`config.mk`:
```
export PLATFORM = sky130hd
export DESIGN_NAME = gauss_row_seq_flat
export DESIGN_NICKNAME = d
export VERILOG_FILES = /design/src/rtl/gauss_pkg.sv /design/src/rtl/gauss_row_seq_if.sv /design/src/rtl/gauss_mac.sv /design/src/rtl/gauss_row_seq.sv /design/src/flat_wrapper.sv
export SDC_FILE = /design/constraint.sdc
export NUM_CORES = 1
export LEC_CHECK = 0
export CAP_MARGIN = 20
export CORE_MARGIN = 4
export CORE_UTILIZATION = 62
export CTS_BUF_LIST = sky130_fd_sc_hd__clkbuf_8 sky130_fd_sc_hd__clkbuf_16
export CTS_CLUSTER_SIZE = 10
export DETAILED_ROUTE_END_ITERATION = 10
export PLACE_DENSITY = 0.88
export SETUP_SLACK_MARGIN = 0.2
export SLEW_MARGIN = 20
export SYNTH_ARGS = -nofsm -noshare
export SYNTH_HDL_FRONTEND = slang
export SYNTH_SLANG_ARGS = --single-unit
```
`constraint.sdc`:
```
create_clock -name clk -period 15.45 [get_ports clk]
set_input_delay 1.545 -clock clk [delete_from_list [all_inputs] [get_ports clk]]
set_output_delay 1.545 -clock clk [all_outputs]
set_load 0.01 [all_outputs]
```
`src/rtl/gauss_pkg.sv`:
```
// ============================================================================
// Module      : gauss_pkg
// Description : Shared constants, FSM state type and helpers for the 5-tap
//               Gaussian row filter sequencer.
// Revision    : 1.0 - initial release
// ============================================================================
`default_nettype none

package gauss_pkg;

  localparam int WIDTH      = 640;
  localparam int COL_W      = 13;
  localparam int NORM_SHIFT = 4;
  localparam int N_TAPS     = 5;
  localparam int PIX_W      = 8;
  localparam int ACC_W      = 19;
  localparam int TAP_W      = 3;
  localparam int COEF_W     = N_TAPS * PIX_W;
  localparam int COLX_W     = COL_W + 1;

  localparam logic [COL_W-1:0] LAST_COL = COL_W'(WIDTH - 1);
  localparam logic [TAP_W-1:0] LAST_TAP = TAP_W'(N_TAPS - 1);

  typedef enum logic [1:0] {
    IDLE  = 2'd0,
    RUN   = 2'd1,
    DRAIN = 2'd2,
    DONE  = 2'd3
  } state_t;

  // Source column for a tap: c + tap - 2, clamped so edge pixels are replicated.
  function automatic logic [COL_W-1:0] clamp_col(input logic [COL_W-1:0] col,
                                                 input logic [TAP_W-1:0] tap);
    logic [COLX_W-1:0] pos;
    logic [COLX_W-1:0] off;
    pos = {1'b0, col} + {{(COLX_W - TAP_W){1'b0}}, tap};
    off = pos - COLX_W'(2);
    if (pos < COLX_W'(2)) begin
      clamp_col = '0;
    end else if (off > {1'b0, LAST_COL}) begin
      clamp_col = LAST_COL;
    end else begin
      clamp_col = off[COL_W-1:0];
    end
  endfunction

  function automatic logic [PIX_W-1:0] coef_sel(input logic [COEF_W-1:0] coefs,
                                                input logic [TAP_W-1:0]  tap);
    case (tap)
      3'd0:    coef_sel = coefs[7:0];
      3'd1:    coef_sel = coefs[15:8];
      3'd2:    coef_sel = coefs[23:16];
      3'd3:    coef_sel = coefs[31:24];
      3'd4:    coef_sel = coefs[39:32];
      default: coef_sel = '0;
    endcase
  endfunction

endpackage

`default_nettype wire

```
`src/rtl/gauss_row_seq_if.sv`:
```
// ============================================================================
// Module      : gauss_row_seq_if
// Description : Control, line-buffer read and filtered-row write signals of
//               the Gaussian row sequencer.
// Revision    : 1.0 - initial release
// ============================================================================
`default_nettype none

interface gauss_row_seq_if;
  import gauss_pkg::*;

  logic               start;
  logic               en_gauss;
  logic [COEF_W-1:0]  gauss_coef;
  logic [COL_W-1:0]   rd_col;
  logic [PIX_W-1:0]   pix_in;
  logic               wr_en;
  logic [COL_W-1:0]   wr_col;
  logic [PIX_W-1:0]   wr_data;
  logic               busy;
  logic               done;

  modport master (
    input  start, en_gauss, gauss_coef, pix_in,
    output rd_col, wr_en, wr_col, wr_data, busy, done
  );

  modport slave (
    output start, en_gauss, gauss_coef, pix_in,
    input  rd_col, wr_en, wr_col, wr_data, busy, done
  );

endinterface

`default_nettype wire

```
`src/rtl/gauss_mac.sv`:
```
// ============================================================================
// Module      : gauss_mac
// Description : Tap multiplier, 19-bit load/accumulate register, normalising
//               shift and 8-bit saturation for the Gaussian row filter.
// Revision    : 1.0 - initial release
// ============================================================================
`default_nettype none

module gauss_mac
  import gauss_pkg::*;
(
  input  logic              clk,
  input  logic              rst,
  input  logic              vld,
  input  logic [TAP_W-1:0]  tap,
  input  logic [PIX_W-1:0]  pix,
  input  logic [COEF_W-1:0] coefs,
  output logic [PIX_W-1:0]  sat_data
);

  logic [ACC_W-1:0]     acc_q;
  logic [ACC_W-1:0]     acc_d;
  logic [ACC_W-1:0]     norm;
  logic [2*PIX_W-1:0]   prod;
  logic [PIX_W-1:0]     coef;

  // sat_data reflects the accumulator value being written this cycle, so the
  // tap-4 result is available to register in the same edge as the accumulate.
  always_comb begin
    coef  = coef_sel(coefs, tap);
    prod  = {{PIX_W{1'b0}}, pix} * {{PIX_W{1'b0}}, coef};
    acc_d = acc_q;
    if (vld) begin
      if (tap == '0) begin
        acc_d = {{(ACC_W - 2*PIX_W){1'b0}}, prod};
      end else begin
        acc_d = acc_q + {{(ACC_W - 2*PIX_W){1'b0}}, prod};
      end
    end
    norm = acc_d >> NORM_SHIFT;
    if (norm > ACC_W'(255)) begin
      sat_data = '1;
    end else begin
      sat_data = norm[PIX_W-1:0];
    end
  end

  always_ff @(posedge clk or posedge rst) begin
    if (rst) begin
      acc_q <= '0;
    end else begin
      acc_q <= acc_d;
    end
  end

endmodule

`default_nettype wire

```
`src/rtl/gauss_row_seq.sv`:
```
// ============================================================================
// Module      : gauss_row_seq
// Description : Row sequencer for the 5-tap Gaussian filter: issues clamped
//               tap reads, drives the MAC and writes one byte per column.
//               Optional build macro GAUSS_BYPASS_EN adds a pass-through mode
//               selected by en_gauss=0 at start.
// Revision    : 1.0 - initial release
// ============================================================================
`default_nettype none

module gauss_row_seq
  import gauss_pkg::*;
(
  input  logic            clk,
  input  logic            rst,
  gauss_row_seq_if.master bus
);

  state_t             state_q, state_d;
  logic [TAP_W-1:0]   tap_q, tap_d;
  logic [COL_W-1:0]   col_q, col_d;
  logic               drain_q, drain_d;
  logic               byp_q, byp_d;
  logic               busy_q, busy_d;
  logic               done_q, done_d;

  logic               vld_q, vld_d;
  logic [TAP_W-1:0]   tap_dly_q, tap_dly_d;
  logic [COL_W-1:0]   col_dly_q, col_dly_d;

  logic               wr_en_q, wr_en_d;
  logic [COL_W-1:0]   wr_col_q, wr_col_d;
  logic [PIX_W-1:0]   wr_data_q, wr_data_d;

  logic               issue;
  logic               byp_wr;
  logic               mac_vld;
  logic               mac_last;
  logic [PIX_W-1:0]   mac_data;

`ifndef GAUSS_BYPASS_EN
  logic unused_en_gauss;
  assign unused_en_gauss = bus.en_gauss;
`endif

  always_comb begin
    state_d = state_q;
    tap_d   = tap_q;
    col_d   = col_q;
    drain_d = drain_q;
    byp_d   = byp_q;
    case (state_q)
      IDLE: begin
        if (bus.start) begin
          state_d = RUN;
          tap_d   = '0;
          col_d   = '0;
`ifdef GAUSS_BYPASS_EN
          byp_d   = ~bus.en_gauss;
`else
          byp_d   = 1'b0;
`endif
        end
      end
      RUN: begin
        if (byp_q || tap_q == LAST_TAP) begin
          tap_d = '0;
          if (col_q == LAST_COL) begin
            state_d = DRAIN;
            col_d   = '0;
            // Bypass has a single-cycle pipeline, so it needs one drain cycle.
            drain_d = byp_q;
          end else begin
            col_d = col_q + COL_W'(1);
          end
        end else begin
          tap_d = tap_q + TAP_W'(1);
        end
      end
      DRAIN: begin
        if (drain_q) begin
          state_d = DONE;
          drain_d = 1'b0;
        end else begin
          drain_d = 1'b1;
        end
      end
      DONE: begin
        state_d = IDLE;
        byp_d   = 1'b0;
      end
      default: state_d = IDLE;
    endcase
    busy_d = (state_d != IDLE);
    done_d = (state_d == DONE);
  end

  always_comb begin
    issue     = (state_q == RUN);
    vld_d     = issue;
    tap_dly_d = tap_q;
    col_dly_d = col_q;
    byp_wr    = byp_q & vld_q;
    mac_vld   = vld_q & ~byp_q;
    mac_last  = mac_vld & (tap_dly_q == LAST_TAP);
    wr_en_d   = mac_last;
    wr_col_d  = wr_col_q;
    wr_data_d = wr_data_q;
    if (mac_last || byp_wr) begin
      wr_col_d = col_dly_q;
    end
    if (mac_last) begin
      wr_data_d = mac_data;
    end else if (byp_wr) begin
      wr_data_d = bus.pix_in;
    end
  end

  assign bus.rd_col  = issue ? (byp_q ? col_q : clamp_col(col_q, tap_q)) : '0;
  assign bus.wr_en   = wr_en_q | byp_wr;
  assign bus.wr_col  = byp_wr ? col_dly_q : wr_col_q;
  assign bus.wr_data = byp_wr ? bus.pix_in : wr_data_q;
  assign bus.busy    = busy_q;
  assign bus.done    = done_q;

  always_ff @(posedge clk or posedge rst) begin
    if (rst) begin
      state_q   <= IDLE;
      tap_q     <= '0;
      col_q     <= '0;
      drain_q   <= 1'b0;
      byp_q     <= 1'b0;
      busy_q    <= 1'b0;
      done_q    <= 1'b0;
      vld_q     <= 1'b0;
      tap_dly_q <= '0;
      col_dly_q <= '0;
      wr_en_q   <= 1'b0;
      wr_col_q  <= '0;
      wr_data_q <= '0;
    end else begin
      state_q   <= state_d;
      tap_q     <= tap_d;
      col_q     <= col_d;
      drain_q   <= drain_d;
      byp_q     <= byp_d;
      busy_q    <= busy_d;
      done_q    <= done_d;
      vld_q     <= vld_d;
      tap_dly_q <= tap_dly_d;
      col_dly_q <= col_dly_d;
      wr_en_q   <= wr_en_d;
      wr_col_q  <= wr_col_d;
      wr_data_q <= wr_data_d;
    end
  end

  gauss_mac u_mac (
    .clk      (clk),
    .rst      (rst),
    .vld      (mac_vld),
    .tap      (tap_dly_q),
    .pix      (bus.pix_in),
    .coefs    (bus.gauss_coef),
    .sat_data (mac_data)
  );

endmodule

`default_nettype wire

```
`src/flat_wrapper.sv`:
```
// flat-port wrapper written by rule: the top's interface ports become plain ports
module gauss_row_seq_flat import gauss_pkg::*;
  (clk, rst, bus_start, bus_en_gauss, bus_gauss_coef, bus_pix_in, bus_rd_col, bus_wr_en, bus_wr_col, bus_wr_data, bus_busy, bus_done);
  gauss_row_seq_if bus_i ();
  input  logic clk;
  input  logic rst;
  input wire logic [$bits(bus_i.start)-1:0] bus_start;
  input wire logic [$bits(bus_i.en_gauss)-1:0] bus_en_gauss;
  input wire logic [$bits(bus_i.gauss_coef)-1:0] bus_gauss_coef;
  input wire logic [$bits(bus_i.pix_in)-1:0] bus_pix_in;
  output wire logic [$bits(bus_i.rd_col)-1:0] bus_rd_col;
  output wire logic [$bits(bus_i.wr_en)-1:0] bus_wr_en;
  output wire logic [$bits(bus_i.wr_col)-1:0] bus_wr_col;
  output wire logic [$bits(bus_i.wr_data)-1:0] bus_wr_data;
  output wire logic [$bits(bus_i.busy)-1:0] bus_busy;
  output wire logic [$bits(bus_i.done)-1:0] bus_done;
  assign bus_i.start = bus_start;
  assign bus_i.en_gauss = bus_en_gauss;
  assign bus_i.gauss_coef = bus_gauss_coef;
  assign bus_i.pix_in = bus_pix_in;
  assign bus_rd_col = bus_i.rd_col;
  assign bus_wr_en = bus_i.wr_en;
  assign bus_wr_col = bus_i.wr_col;
  assign bus_wr_data = bus_i.wr_data;
  assign bus_busy = bus_i.busy;
  assign bus_done = bus_i.done;
  gauss_row_seq u_core (.clk(clk), .rst(rst), .bus(bus_i));
endmodule
```
[Yosys cells after proc, flatten, opt, wreduce, memory -nomap -nowiden]
Index checks and enable logic that the tools add are counted.
Word-level totals
  input bits: 52
  output and inout port bits: 37
  flip-flop bits (word level): 80
Operators by class
  add/sub/neg operators: 5
  $lt $le $gt $ge: 3
  multiplexer cells: 29
  reductions and logical operators: 12
  bitwise operators: 5
  $mul: 1
  equal/unequal tests: 13
Operator list (number)
  13-bit two-way mux: 8
  8-bit case mux with 5 select lines: 1
  19-bit two-way mux: 2
  13-bit case mux with 2 select lines: 1
  8-bit two-way mux: 3
  19-bit by 16-bit adder with 19-bit output: 1
  8-bit by 8-bit multiplier with 16-bit output: 1
  15-bit by 8-bit greater-than comparator with 1-bit output, second input constant: 1
  13-bit by 3-bit adder with 14-bit output: 1
  14-bit by 10-bit greater-than comparator with 1-bit output, second input constant: 1
  14-bit by 2-bit less-than comparator with 1-bit output, second input constant: 1
  14-bit by 2-bit subtractor with 14-bit output, second input constant: 1
  13-bit by 1-bit adder with 13-bit output, second input constant: 1
  13-bit by 10-bit == test with 1-bit output, second input constant: 1
  2-bit two-way mux: 4
  2-bit case mux with 4 select lines: 1
  2-bit nonzero test: 4
  2-bit == test, second input constant: 3
  3-bit by 2-bit == test with 1-bit output, second input constant: 2
  3-bit == test, second input constant: 2
  3-bit two-way mux: 2
  2-bit inequality test, second input constant: 3
  3-bit case mux with 2 select lines: 1
  3-bit AND reduction: 2
  12 further kinds: 20

[Longest topological paths before layout]
  depth after elaboration: 9
  depth in mapped cells: 29
  mapped depth without buffers: 28

[By module]
A second synthesis with hierarchy kept.
Second synthesis, totals
  cells, all modules: 815
  area total of the unflattened synthesis: 7399.6 um^2
Modules (own cells, without submodules)
  gauss_mac: times used 1, cells each 523, area an instance 4296.6 um^2
  gauss_row_seq: times used 1, cells each 292, area an instance 3103.0 um^2

[Worst setup path after synthesis]
No wires, ideal clock.
  kind: in2reg
  start point: input port bus_gauss_coef[31]
  end point: register u_core.wr_data_q[0]
  stages: 24
  slack: 7.769 ns
  required time: 15.281 ns
  buffers on the path: 0
  data arrival time: 7.512 ns
  cell sequence: mux2_2 a21oi_1 o32a_1 nor2b_1 fa_1 fa_1 fa_1 inv_1 fa_1 inv_1 ha_1 or2_1 a211o_1 or2_1 a221o_1 xor2_1 ha_1 a21o_1 nand2_1 o21ai_0 o31ai_1 nand2_1 o311ai_1 a41oi_1
On the way
  longest elaborated chain between the ends: 8
Ends and longest elaborated chain
  start: declaration: RTL line flat_wrapper.sv:9  | input wire logic [$bits(bus_i.gauss_coef)-1:0] bus_gauss_coef;
  8-bit case mux with 5 select lines *: RTL line gauss_pkg.sv:49  | case (tap)
  8-bit by 8-bit multiplier with 16-bit output *: RTL line gauss_mac.sv:31  | prod = {{PIX_W{1'b0}}, pix} * {{PIX_W{1'b0}}, coef};
  19-bit by 16-bit adder with 19-bit output: RTL line gauss_mac.sv:37  | acc_d = acc_q + {{(ACC_W - 2*PIX_W){1'b0}}, prod};
  19-bit two-way mux *: RTL line gauss_mac.sv:34  | if (tap == '0) begin
  19-bit two-way mux *: RTL line gauss_mac.sv:33  | if (vld) begin
  15-bit by 8-bit greater-than comparator with 1-bit output *: RTL line gauss_mac.sv:41  | if (norm > ACC_W'(255)) begin
  8-bit two-way mux *: RTL line gauss_mac.sv:41
  8-bit two-way mux *: RTL line gauss_row_seq.sv:112  | if (mac_last) begin
  end signal: assignment: RTL line gauss_row_seq.sv:154  | wr_data_q <= wr_data_d;
  end: declaration: RTL line gauss_row_seq.sv:33  | logic [PIX_W-1:0] wr_data_q, wr_data_d;
Mark *: on every way between the ends. The rest lies on a longest branch, timed or not.
A chain may end at the register's enable or synchronous reset.

[Worst setup path in the final report]
  start point: input port bus_gauss_coef[5]
  end point: register u_core.wr_data_q[1]
On the way
  longest elaborated chain between the ends: 8
Ends and longest elaborated chain (RTL line)
  8-bit case mux with 5 select lines *: gauss_pkg.sv:49
  8-bit by 8-bit multiplier with 16-bit output *: gauss_mac.sv:31
  19-bit by 16-bit adder with 19-bit output: gauss_mac.sv:37
  19-bit two-way mux *: gauss_mac.sv:34
  19-bit two-way mux *: gauss_mac.sv:33
  15-bit by 8-bit greater-than comparator with 1-bit output: gauss_mac.sv:41
  8-bit two-way mux *: gauss_mac.sv:41
  8-bit two-way mux *: gauss_row_seq.sv:112
Marked as above.

==> flow_summary.ini <==
[run_status]
status = complete, no violations

[route]
first_iter_violations = 377
wl_um = 17300
vias = 6260
wl_per_cell_um = 16.7
via_per_inst = 6.05
drc = 0
drtAntennaViolNets = 0
dr.pass1.iters = 5

[clocking]
path_clk_slew_ns = 0.06
ctsRootBufferMaster = clkbuf_16
cts_tree = done
clock_path_buffers = 2
cts_resized = 0
cts-buffers-inserted = 9
clock-sinks = 79
ctsHoldBuffers = 0
clkLatencyLatePin_ns = 0.34
h-tree-depth = 3
cts_setup_buffers = 0

[global_route]
antenna_found_initial = 0
grt_pass1_vias = 6389
grt_max_degree = 80
grt_usage = 0.259
grt_pass1_wl_um = 28800
overflow = 0

[yosys]
synth_enable_flop_cells = 0
ys_seq_area_frac = 0.271
synthArstFlopShare = 1.00
synth_cells = 818
synth_cell_type_count = 71
syn_avg_cell_area_um2 = 8.93
synth-seq-cells = 79
syn-cell-area_mm2 = 0.00730
yosys_warnings = 0
synth_ff_type = dfrtp_1

[timing]
setup_viol = 0
rsz0062_at_grt = no
fin_crit_ns = 9.06
drv_slew = 0
skew_ns = 0.00946
max_freq_ghz = 0.110
holdWs_ns = 0.479
final_hold_viol_count = 0
finalCritPeriodShare = 0.586
worst_slew_pin_slew_ns = 1.02
maxSlewHeadroom = 0.311
fin_setup_tns_ns = 0
setup_ws_ns = 6.39

[critical_path]
critPathLaunchType = input port
cp-end-kind = flop
slowest_stage = nor4b_4
crit_fanout = 8
crit_type = input port to flop
rr_worst_depth = 25
slowest_delay_ns = 0.60
rr_endpoint = u_core.wr_data_q[1]$_DFFE_PP0P_
worstPathRequired_ns = 15.59
r2r_start = u_core.tap_dly_q[1]$_DFF_PP0_
worstPathArrival_ns = 9.20
startpoint = bus_gauss_coef[5]
path_buf_inv = 4
path_delay_family = adder cells
cpMostUsedCell = fa_1
ff2ff_setup_slack_ns = 6.82

[place]
place.gp.congestion = 0.883
placed_area_mm2 = 0.00823
dp_slack_ns = 6.34
dp.cells = 1018
dp_hpwl_um = 12900
io_buffers = 84

[layout]
antenna_cells = 0
multi_input_area_mm2 = 0.00493
final_area_mm2 = 0.00853
drive_gt1_frac = 0.0606
area_delta_synth_final_pct = 16.8
finalNetCount = 1037
seqCellArea_mm2 = 0.00198
n_fill_cell = 802
postLayoutCoreUtil = 0.744
stdcell_count = 1034

[floorplan]
ios = 89
fp-row-count = 39
die_h_um = 117
die_area_mm2 = 0.0136
initial_core_util = 0.637
core_mm2 = 0.0115
die_w_um = 117

[worst_hold_path]
min_to = u_core.wr_col_q[6]$_DFFE_PP0P_
hold_path_class = flop to flop
min_path_cells = 1
min-delay-start = u_core.col_dly_q[6]$_DFF_PP0_

[pwr]
p_per_area_mw_per_mm2 = 191
vdd_ir_drop_max_mv = 0.259
total_power_mw = 1.63
p_leak_nw = 3.89

[job]
cap_viol_max_count = 0
placed cells by master, fill, tap and decap left out, types with 10 or more instances in the layout:
cell type and n:
a21o_1 11, nand3_1 23, mux2i_1 22, nor3_1 15, and2_1 50, a21oi_1 42, ha_1 61, clkdlybuf4s50_1 84
dfrtp_1 79, nor2_1 66, a31oi_1 12, xnor2_1 32, o22ai_1 10, fa_1 38, inv_1 71, mux2_2 17
o21ai_0 32, nand2_1 62, xor2_1 17
cell families after synthesis:
group | share of synthesized area
muxes | 0.0564
and+or+nand+nor | 0.191
xor gates and xnor gates | 0.0588
adders and majority gates | 0.209
other | 0.000513
AOI/OAI and AO/OA | 0.158
buffers and inverters | 0.0565
DFF | 0.271
synthesized netlist by cell type (5+ instances only):
cell | number | area share
a31oi_1 | 12 | 0.010
nand3_1 | 23 | 0.016
mux2_2 | 17 | 0.026
nor2b_1 | 9 | 0.0077
fa_1 | 38 | 0.10
a211oi_1 | 5 | 0.0051
xor2_1 | 17 | 0.020
o31ai_1 | 6 | 0.0062
o22ai_1 | 10 | 0.0086
dfrtp_1 | 79 | 0.27
and2_1 | 50 | 0.043
buf_1 | 5 | 0.0026
xnor2_1 | 32 | 0.038
o21a_1 | 5 | 0.0051
a41oi_1 | 8 | 0.0096
or3_1 | 5 | 0.0043
clkbuf_1 | 21 | 0.011
nor4_1 | 5 | 0.0043
nor2_1 | 66 | 0.034
inv_1 | 71 | 0.036
o21ai_0 | 32 | 0.022
or2_2 | 5 | 0.0043
nand4_1 | 9 | 0.0077
nand2_1 | 62 | 0.032
nor3_1 | 17 | 0.012
mux2i_1 | 22 | 0.030
nand2b_1 | 7 | 0.0060
a21o_1 | 11 | 0.011
ha_1 | 61 | 0.10
a21oi_1 | 42 | 0.029
layout make-up:
type / instances / area share
well taps: 143 / 0.0210
clock inverters: 7 / 0.00865
repair buffers: 88 / 0.102
multi-input cells: 636 / 0.578
flip-flops and latches: 79 / 0.232
clock buffers: 9 / 0.0264
inverters: 72 / 0.0318
sequential cells by signal, indices dropped and copies added, names as in the netlist, 2 cells and up:
signal / count
u_core.state_q: 2
u_core.wr_data_q: 8
u_core.tap_dly_q: 3
u_core.tap_dly_d: 3
u_core.col_dly_q: 13
u_core.wr_col_q: 13
u_core.col_dly_d: 13
u_core.u_mac.acc_q: 19
metal layers:
layer | vias up | GRT usage | wire length (µm)
met3 | 38 | 0.0425 | 707
met2 | 182 | 0.465 | 9100
met5 | - | 0 | 0
met1 | 3063 | 0.318 | 7100
li1 | 2977 | - | -
met4 | 0 | 0.0856 | 401
worst max path at each step:
| stage | to | slack (ns) | cells past startpoint |
|---|---|---|---|
| 2_1_floorplan | u_core.wr_data_q[0]$_DFFE_PP0P_ | 7.77 | 24 |
| 3_3_place_gp | u_core.wr_data_q[7]$_DFFE_PP0P_ | 6.56 | 27 |
| 3_5_place_dp | u_core.wr_data_q[1]$_DFFE_PP0P_ | 6.34 | 27 |
| 4_1_cts | u_core.wr_data_q[1]$_DFFE_PP0P_ | 6.48 | 27 |
| 5_1_grt | u_core.wr_data_q[1]$_DFFE_PP0P_ | 5.84 | 27 |
| 6_report | u_core.wr_data_q[1]$_DFFE_PP0P_ | 6.39 | 27 |
where the power goes:
| group | switching (mW) | internal [mW] | leakage [nW] |
|---|---|---|---|
| logic | 0.648 | 0.467 | 2.80 |
| registers | 0.0439 | 0.258 | 0.944 |
| clock network | 0.0841 | 0.125 | 0.139 |
(Power assumes the default switching activity.)
